### src/rtl/pmt_pulse_conditioner_if.sv
// PMT conditioner bus: discriminator/reference inputs, event stamp and statistics outputs.
interface pmt_pulse_conditioner_if #(
  parameter int TS_WIDTH = 32
);
  logic                PMT_in;
  logic [TS_WIDTH-1:0] light_timer;
  logic                in_phase;
  logic                quadrature;
  logic                clear_counts;
  logic                pulse_event;
  logic [TS_WIDTH-1:0] event_light_timer;
  logic                event_in_phase;
  logic                event_quadrature;
  logic [31:0]         accepted_count;
  logic [31:0]         glitch_count;
  logic [31:0]         deadtime_count;

  modport master (
    output PMT_in, light_timer, in_phase, quadrature, clear_counts,
    input  pulse_event, event_light_timer, event_in_phase, event_quadrature,
           accepted_count, glitch_count, deadtime_count
  );

  modport slave (
    input  PMT_in, light_timer, in_phase, quadrature, clear_counts,
    output pulse_event, event_light_timer, event_in_phase, event_quadrature,
           accepted_count, glitch_count, deadtime_count
  );
endinterface

### src/rtl/pmt_pulse_conditioner.sv
// PMT pulse conditioner: synchronize, width-qualify, non-paralyzable dead time,
// I/Q phase stamping and saturating statistics.
module pmt_pulse_conditioner #(
  parameter int SYNC_STAGES = 2,
  parameter int MIN_WIDTH   = 2,
  parameter int DEAD_TIME   = 10,
  parameter int TS_WIDTH    = 32
) (
  input  logic                   main_clock,
  input  logic                   reset,
  pmt_pulse_conditioner_if.slave bus
);
  localparam int WW = $clog2(MIN_WIDTH + 1);
  localparam int DW = $clog2(DEAD_TIME + 2);
  localparam logic [WW-1:0] W_LAST = WW'(MIN_WIDTH - 1);
  localparam logic [DW-1:0] D_LAST = DW'(DEAD_TIME);

  typedef enum logic [1:0] {IDLE = 2'd0, QUALIFY = 2'd1, DEAD = 2'd2} state_t;

  state_t               state, nxt;
  logic [SYNC_STAGES-1:0] sync;
  logic                 s, s_prev, rise;
  logic [WW-1:0]        wcnt;
  logic [DW-1:0]        dcnt;
  logic                 latch_en, accept, glitch, dead_hit;
  logic                 pulse_q;
  logic [TS_WIDTH-1:0]  stamp_lt;
  logic                 stamp_i, stamp_q;
  logic [31:0]          acc_cnt, glt_cnt, dt_cnt;

  assign s    = sync[SYNC_STAGES-1];
  assign rise = s & ~s_prev;

  // Flops preset high so a level already high at reset release is not an edge.
  always_ff @(posedge main_clock) begin
    if (reset) begin
      sync   <= '1;
      s_prev <= 1'b1;
    end else begin
      sync   <= {sync[SYNC_STAGES-2:0], bus.PMT_in};
      s_prev <= s;
    end
  end

  always_ff @(posedge main_clock) begin
    if (reset) state <= IDLE;
    else       state <= nxt;
  end

  always_comb begin
    nxt = state;
    case (state)
      IDLE:    if (rise) nxt = (MIN_WIDTH == 1) ? DEAD : QUALIFY;
      QUALIFY: if (!s) nxt = IDLE;
               else if (wcnt == W_LAST) nxt = DEAD;
      DEAD:    if (dcnt == D_LAST) nxt = IDLE;
      default: nxt = IDLE;
    endcase
  end

  always_comb begin
    latch_en = 1'b0;
    accept   = 1'b0;
    glitch   = 1'b0;
    dead_hit = 1'b0;
    case (state)
      IDLE: begin
        latch_en = rise;
        accept   = rise && (MIN_WIDTH == 1);
      end
      QUALIFY: begin
        glitch = !s;
        accept = s && (wcnt == W_LAST);
      end
      DEAD:    dead_hit = rise;
      default: ;
    endcase
  end

  // dcnt is 1 in the pulse_event cycle, so DEAD spans exactly DEAD_TIME cycles.
  always_ff @(posedge main_clock) begin
    if (reset) begin
      wcnt     <= '0;
      dcnt     <= '0;
      pulse_q  <= 1'b0;
      stamp_lt <= '0;
      stamp_i  <= 1'b0;
      stamp_q  <= 1'b0;
    end else begin
      pulse_q <= accept;
      if (latch_en) begin
        stamp_lt <= bus.light_timer;
        stamp_i  <= bus.in_phase;
        stamp_q  <= bus.quadrature;
        wcnt     <= WW'(1);
      end else if (state == QUALIFY) begin
        wcnt <= wcnt + 1'b1;
      end
      if (accept)             dcnt <= DW'(1);
      else if (state == DEAD) dcnt <= dcnt + 1'b1;
    end
  end

  function automatic logic [31:0] sat_inc(input logic [31:0] v);
    return (v == 32'hFFFF_FFFF) ? v : v + 32'd1;
  endfunction

  always_ff @(posedge main_clock) begin
    if (reset || bus.clear_counts) begin
      acc_cnt <= '0;
      glt_cnt <= '0;
      dt_cnt  <= '0;
    end else begin
      if (accept)   acc_cnt <= sat_inc(acc_cnt);
      if (glitch)   glt_cnt <= sat_inc(glt_cnt);
      if (dead_hit) dt_cnt  <= sat_inc(dt_cnt);
    end
  end

  assign bus.pulse_event       = pulse_q;
  assign bus.event_light_timer = stamp_lt;
  assign bus.event_in_phase    = stamp_i;
  assign bus.event_quadrature  = stamp_q;
  assign bus.accepted_count    = acc_cnt;
  assign bus.glitch_count      = glt_cnt;
  assign bus.deadtime_count    = dt_cnt;
endmodule

### src/flat_wrapper.sv
// flat-port wrapper written by rule: the top's interface ports become plain ports
module pmt_pulse_conditioner_flat 
#(
  parameter int SYNC_STAGES = 2,
  parameter int MIN_WIDTH   = 2,
  parameter int DEAD_TIME   = 10,
  parameter int TS_WIDTH    = 32
)
  (main_clock, reset, bus_PMT_in, bus_light_timer, bus_in_phase, bus_quadrature, bus_clear_counts, bus_pulse_event, bus_event_light_timer, bus_event_in_phase, bus_event_quadrature, bus_accepted_count, bus_glitch_count, bus_deadtime_count);
  pmt_pulse_conditioner_if #(.TS_WIDTH(TS_WIDTH)) bus_i ();
  input  logic main_clock;
  input  logic reset;
  input wire logic [$bits(bus_i.PMT_in)-1:0] bus_PMT_in;
  input wire logic [$bits(bus_i.light_timer)-1:0] bus_light_timer;
  input wire logic [$bits(bus_i.in_phase)-1:0] bus_in_phase;
  input wire logic [$bits(bus_i.quadrature)-1:0] bus_quadrature;
  input wire logic [$bits(bus_i.clear_counts)-1:0] bus_clear_counts;
  output wire logic [$bits(bus_i.pulse_event)-1:0] bus_pulse_event;
  output wire logic [$bits(bus_i.event_light_timer)-1:0] bus_event_light_timer;
  output wire logic [$bits(bus_i.event_in_phase)-1:0] bus_event_in_phase;
  output wire logic [$bits(bus_i.event_quadrature)-1:0] bus_event_quadrature;
  output wire logic [$bits(bus_i.accepted_count)-1:0] bus_accepted_count;
  output wire logic [$bits(bus_i.glitch_count)-1:0] bus_glitch_count;
  output wire logic [$bits(bus_i.deadtime_count)-1:0] bus_deadtime_count;
  assign bus_i.PMT_in = bus_PMT_in;
  assign bus_i.light_timer = bus_light_timer;
  assign bus_i.in_phase = bus_in_phase;
  assign bus_i.quadrature = bus_quadrature;
  assign bus_i.clear_counts = bus_clear_counts;
  assign bus_pulse_event = bus_i.pulse_event;
  assign bus_event_light_timer = bus_i.event_light_timer;
  assign bus_event_in_phase = bus_i.event_in_phase;
  assign bus_event_quadrature = bus_i.event_quadrature;
  assign bus_accepted_count = bus_i.accepted_count;
  assign bus_glitch_count = bus_i.glitch_count;
  assign bus_deadtime_count = bus_i.deadtime_count;
  pmt_pulse_conditioner #(.SYNC_STAGES(SYNC_STAGES), .MIN_WIDTH(MIN_WIDTH), .DEAD_TIME(DEAD_TIME), .TS_WIDTH(TS_WIDTH)) u_core (.main_clock(main_clock), .reset(reset), .bus(bus_i));
endmodule
### config.mk
export PLATFORM = sky130hd
export DESIGN_NAME = pmt_pulse_conditioner_flat
export DESIGN_NICKNAME = d
export VERILOG_FILES = /design/src/rtl/pmt_pulse_conditioner_if.sv /design/src/rtl/pmt_pulse_conditioner.sv /design/src/flat_wrapper.sv
export SDC_FILE = /design/constraint.sdc
export NUM_CORES = 1
export LEC_CHECK = 0
export ABC_AREA = 1
export CAP_MARGIN = 20
export CORE_MARGIN = 5
export CORE_UTILIZATION = 50
export DETAILED_ROUTE_END_ITERATION = 8
export MAX_ROUTING_LAYER = met4
export PLACE_DENSITY = 0.76
export SLEW_MARGIN = 15
export SYNTH_ARGS = -nofsm -noshare
export SYNTH_HDL_FRONTEND = slang
export SYNTH_SLANG_ARGS = --single-unit
### constraint.sdc
create_clock -name main_clock -period 1.9 [get_ports main_clock]
set_clock_uncertainty 0.15 [all_clocks]
set_input_delay 0.285 -clock main_clock [delete_from_list [all_inputs] [get_ports main_clock]]
set_output_delay 0.285 -clock main_clock [all_outputs]
set_load 0.03 [all_outputs]
==> tab_implementation.tex <==
\begin{tabular}{lr}
\hline
Metric & Value \\
\hline
\multicolumn{2}{l}{\textbf{STA}} \\
Number of hold violations in the final report & 0 \\
Final critical-path required period & 1.88 ns \\
Final setup violation count & 0 \\
Share of the cycle needed by the critical path after routing & between 90\% and 100\% \\
Max frequency & $\sim$0.53 GHz \\
RSZ-0062 raised after global routing & yes \\
Tightest Pin Transition & approximately 0.53 ns \\
Number of pins exceeding their max-slew limit in the final report & 0 \\
Worst slew margin relative to its limit & between 60 and 70\% \\
\multicolumn{2}{l}{\textbf{Critical path}} \\
Family of cells with the greatest summed delay on the critical path & buffers and inverters \\
CP cell instances & clkdlybuf4s50\_1 \\
Arrival time at the worst endpoint & about 1.4 ns \\
Worst Reg-to-Reg Cells & 11 \\
Largest stage delay on the critical path & $\sim$0.68 ns \\
Crit path capture type & output pin \\
CP max stage cell & clkdlybuf4s50\_1 \\
Critical R2R Capture & u\_core.bus.accepted\_count[8]\$\_SDFFE\_PP0P\_ \\
Critical path class & reg2out \\
Critical path launch point type & register \\
Maximum fanout count along the critical path & 2 \\
Buf+Inv Stages, Crit Path & 1 \\
Worst Path Required & 1.46 ns \\
CP Capture Point & bus\_event\_light\_timer[13] \\
Worst r2r src & u\_core.bus.accepted\_count[0]\$\_SDFFE\_PP0P\_ \\
Crit. path cell count & 1 \\
Worst R2R Setup Slack & roughly 0.050 ns \\
Launching instance or port of the critical path & u\_core.bus.event\_light\_timer[13]\$\_SDFFE\_PP0P\_ \\
\multicolumn{2}{l}{\textbf{Global route}} \\
Tot GR Track Use & between 20\% and 30\% \\
Maximum number of pins on one net before global-route repair & 36 \\
Number of antenna violations at the first check in global routing & 0 \\
Vias in the first global route & $\sim$7500 \\
Overall overflow remaining after global route & 0 \\
Global-route wire length before repair & roughly 36000 um \\
\multicolumn{2}{l}{\textbf{Placement}} \\
Number of placed instances with taps included & around 1600 \\
Count of buffers from port buffering & between 150 and 200 \\
Weighted congestion at the end of routability-driven global placement & $\sim$0.9 \\
Post-DP HPWL & approximately 16000 um \\
\multicolumn{2}{l}{\textbf{Synthesis}} \\
Share of synthesized area occupied by flip-flops and latches & roughly two fifths \\
Dominant register cell in the synthesized netlist & dfxtp\_1 \\
Fraction of synthesis flops using an asynchronous set or reset pin & 0\% \\
Synth Net Count & 1245 \\
Post-Synth XOR/XNOR Area & under 10\% \\
Number of enable flip-flop cells after synthesis & 0 \\
Synthesized cell area & $\sim$7500 sq um \\
Count of cell types in the netlist & 33 \\
Register bit count reported by yosys & between 100 and 150 \\
Syn\_area\_per\_cell & approximately 6.2 sq um \\
Largest cells by area after synthesis & dfxtp\_1, nor2\_1, nand2\_1 \\
Main combinational cell family by area after synthesis & simple AND/OR/NAND/NOR gates \\
Portion of synthesized cell area occupied by the leading cell type & around two fifths \\
Synthesized-area fraction occupied by and/or/nand/nor cells & a little over two fifths \\
Number of cells produced by synthesis & between 1000 and 1500 \\
Area share of fa/ha/maj cells after synthesis & about 1.2\% \\
Share of the synthesized area in compound gates (AO/OA/AOI/OAI) & about 8\% \\
Fraction of synthesized area in multiplexers & 0\% \\
Largest area contributor in the netlist & dfxtp\_1 \\
Count of yosys warnings during synthesis & 0 \\
\multicolumn{2}{l}{\textbf{CTS}} \\
Buffers from clock root to sink, at most & 2 \\
TritonCTS buffer count & 17 \\
Total clock sinks & between 100 and 150 \\
TritonCTS clock tree & done \\
Number of buffers inserted by hold repair at cts & 0 \\
Reg clk slew, reported paths & roughly 0.060 ns \\
Root cell of the clock tree & clkbuf\_16 \\
Clock insertion delay at the later pin of the skew report & around 0.43 ns \\
Htree depth & 4 \\
\multicolumn{2}{l}{\textbf{Worst hold path}} \\
Cell depth of the worst min-delay path & 1 \\
Hold Path Class & reg2reg \\
\multicolumn{2}{l}{\textbf{Job}} \\
Max Cap Violations & 0 \\
\multicolumn{2}{l}{\textbf{Route}} \\
Final routed wire length divided by cell count & between 10 and 15 um \\
First-pass DRT Iterations & 5 \\
Count of routing violations after the opening detailed-route iteration & between 700 and 800 \\
Detailed-route wire length & 22200 um \\
Via-to-Cell Ratio & roughly 5.2 \\
Drt drc & 0 \\
Vias after detailed routing & around 8300 \\
Detail Route Antenna Nets & 0 \\
\multicolumn{2}{l}{\textbf{Status}} \\
Status & complete, no violations \\
\multicolumn{2}{l}{\textbf{Power}} \\
Leakage power figure & 4.83 nW \\
Total power draw & slightly below 7 mW \\
Worst-case vdd ir drop & $\sim$0.63 mV \\
Power density over the cells & approximately 640 nW/um\^{}2 \\
\multicolumn{2}{l}{\textbf{Cells and area}} \\
Seq. cell area & 2880 sq um \\
Non-filler cells in the finished layout & $\sim$1600 \\
Final \#Nets & about 1500 \\
Antenna diode count & 0 \\
Filler Cells Inserted & roughly 1300 \\
Area Overhead vs Synth & 41.5\% \\
Total area of multi-input combinational cells & approximately 4200 sq um \\
Share of layout cells above drive strength 1 & roughly an eighth \\
\multicolumn{2}{l}{\textbf{Floorplanning}} \\
Std cell rows & 44 \\
Initial Util & around half \\
Die Width & 132 um \\
Boundary Pins & roughly 170 \\
Total Die Area & about 17000 sq um \\
Placeable core region & 14600 sq um \\
Chip height & between 100 and 150 um \\
\hline
\end{tabular}
==> sequential cells by signal (all words and copies together), names as in the netlist <==
signal / flops
u_core.bus.accepted_count: 32
u_core.s_prev: 1
u_core.bus.glitch_count: 32
u_core.bus.pulse_event: 1
u_core.wcnt: 2
u_core.sync: 2
u_core.bus.deadtime_count: 32
u_core.state: 2
u_core.bus.event_light_timer: 32
u_core.dcnt: 4
u_core.bus.event_in_phase: 1
u_core.bus.event_quadrature: 1
==> metal layers <==
metal	track usage [%]	routed length (um)	vias to the layer above
met5	-	0	-
met4	6.56	330	0
met3	6.87	1760	41
met2	38.8	10300	320
met1	31.8	9820	3725
li1	-	-	4242
==> kinds of logic (layout without fill, tap and decap cells) <==
| group | Yosys count | after routing |
|---|---|---|
| AO/OA/AOI/OAI | 114 | 114 |
| XOR/XNOR | 16 | 16 |
| adder cells (fa/ha/maj) | 7 | 7 |
| flip-flops | 142 | 142 |
| buffers and inverters | 139 | 372 |
| AND/OR/NAND/NOR | 782 | 782 |
==> worst min-delay path by stage <==
stage / startpoint / endpoint
4_1_cts: bus_PMT_in / u_core.sync[0]$_SDFF_PP1_
2_1_floorplan: bus_PMT_in / u_core.sync[0]$_SDFF_PP1_
5_1_grt: bus_PMT_in / u_core.sync[0]$_SDFF_PP1_
3_3_place_gp: u_core.sync[0]$_SDFF_PP1_ / u_core.sync[1]$_SDFF_PP1_
6_report: u_core.sync[0]$_SDFF_PP1_ / u_core.sync[1]$_SDFF_PP1_
3_5_place_dp: u_core.sync[0]$_SDFF_PP1_ / u_core.sync[1]$_SDFF_PP1_
==> cell usage after synthesis, types with 4 or more instances <==
master / count
nand4_1: 21
nand2_1: 308
nor3_1: 21
xor2_1: 12
a31oi_1: 6
clkbuf_1: 16
ha_1: 7
nor2_1: 315
buf_2: 14
inv_1: 101
a21oi_1: 62
nor2_2: 7
dfxtp_1: 142
nand3_1: 90
xnor2_1: 4
o21ai_0: 44
==> cells in the final DEF (no fill, tap or decap), drive strengths merged <==
cell type and count:
a2111oi 1, a21oi 63, a31oi 6, and2 1, and3 1, buf 64
bufinv 2, clkbuf 25, clkdlybuf4s50 44, clkinv 6, clkinvlp 2, dfxtp 142
dlygate4sd2 106, dlymetal6s2s 18, ha 7, inv 105, nand2 313, nand3 94
nand3b 3, nand4 21, nor2 325, nor3 21, o21ai 44, or2 3
xnor2 4, xor2 12
==> metrics by stage <==
stage | hold slack [ns] | utilization, % | worst slack (ns) | setup TNS (ns) | area, sq um
floorplan | 0.239 | - | 0.0133 | 0 | 7480
global placement | 0.241 | 66.8 | 0.0399 | 0 | 9740
detailed placement | 0.246 | 66.8 | 0.0156 | 0 | 9740
CTS | 0.255 | 70.0 | 0.000558 | 0 | 10200
global route | 0.263 | 72.5 | -0.0566 | -0.629 | 10600
finish | 0.261 | 72.5 | 0.0226 | 0 | 10600
==> what timing repair did <==
item / CTS / global route
setup buffers: 0 / 6
endpoints found under the setup margin: 108 / 108
pin swaps: 0 / 8
resized for setup: 107 / 85
gates cloned: 0 / 3
==> cell type report <==
| cell class | count | area share, % |
|---|---|---|
| multi-input cells | 919 | 39.9 |
| flip-flops and latches | 142 | 27.2 |
| repair buffers | 235 | 21.2 |
| clock buffers | 22 | 4.50 |
| inverters | 105 | 3.73 |
| well taps | 184 | 2.18 |
| clock inverters | 10 | 1.21 |
==> power by group <==
group	switching, mW	leakage, nW	internal (mW)
Clock	1.35	0.287	2.06
Combinational	0.184	3.38	0.163
Sequential	0.0164	1.16	3.00
Total	1.55	4.83	5.23
Note: power is estimated with default switching activity, not from simulation.
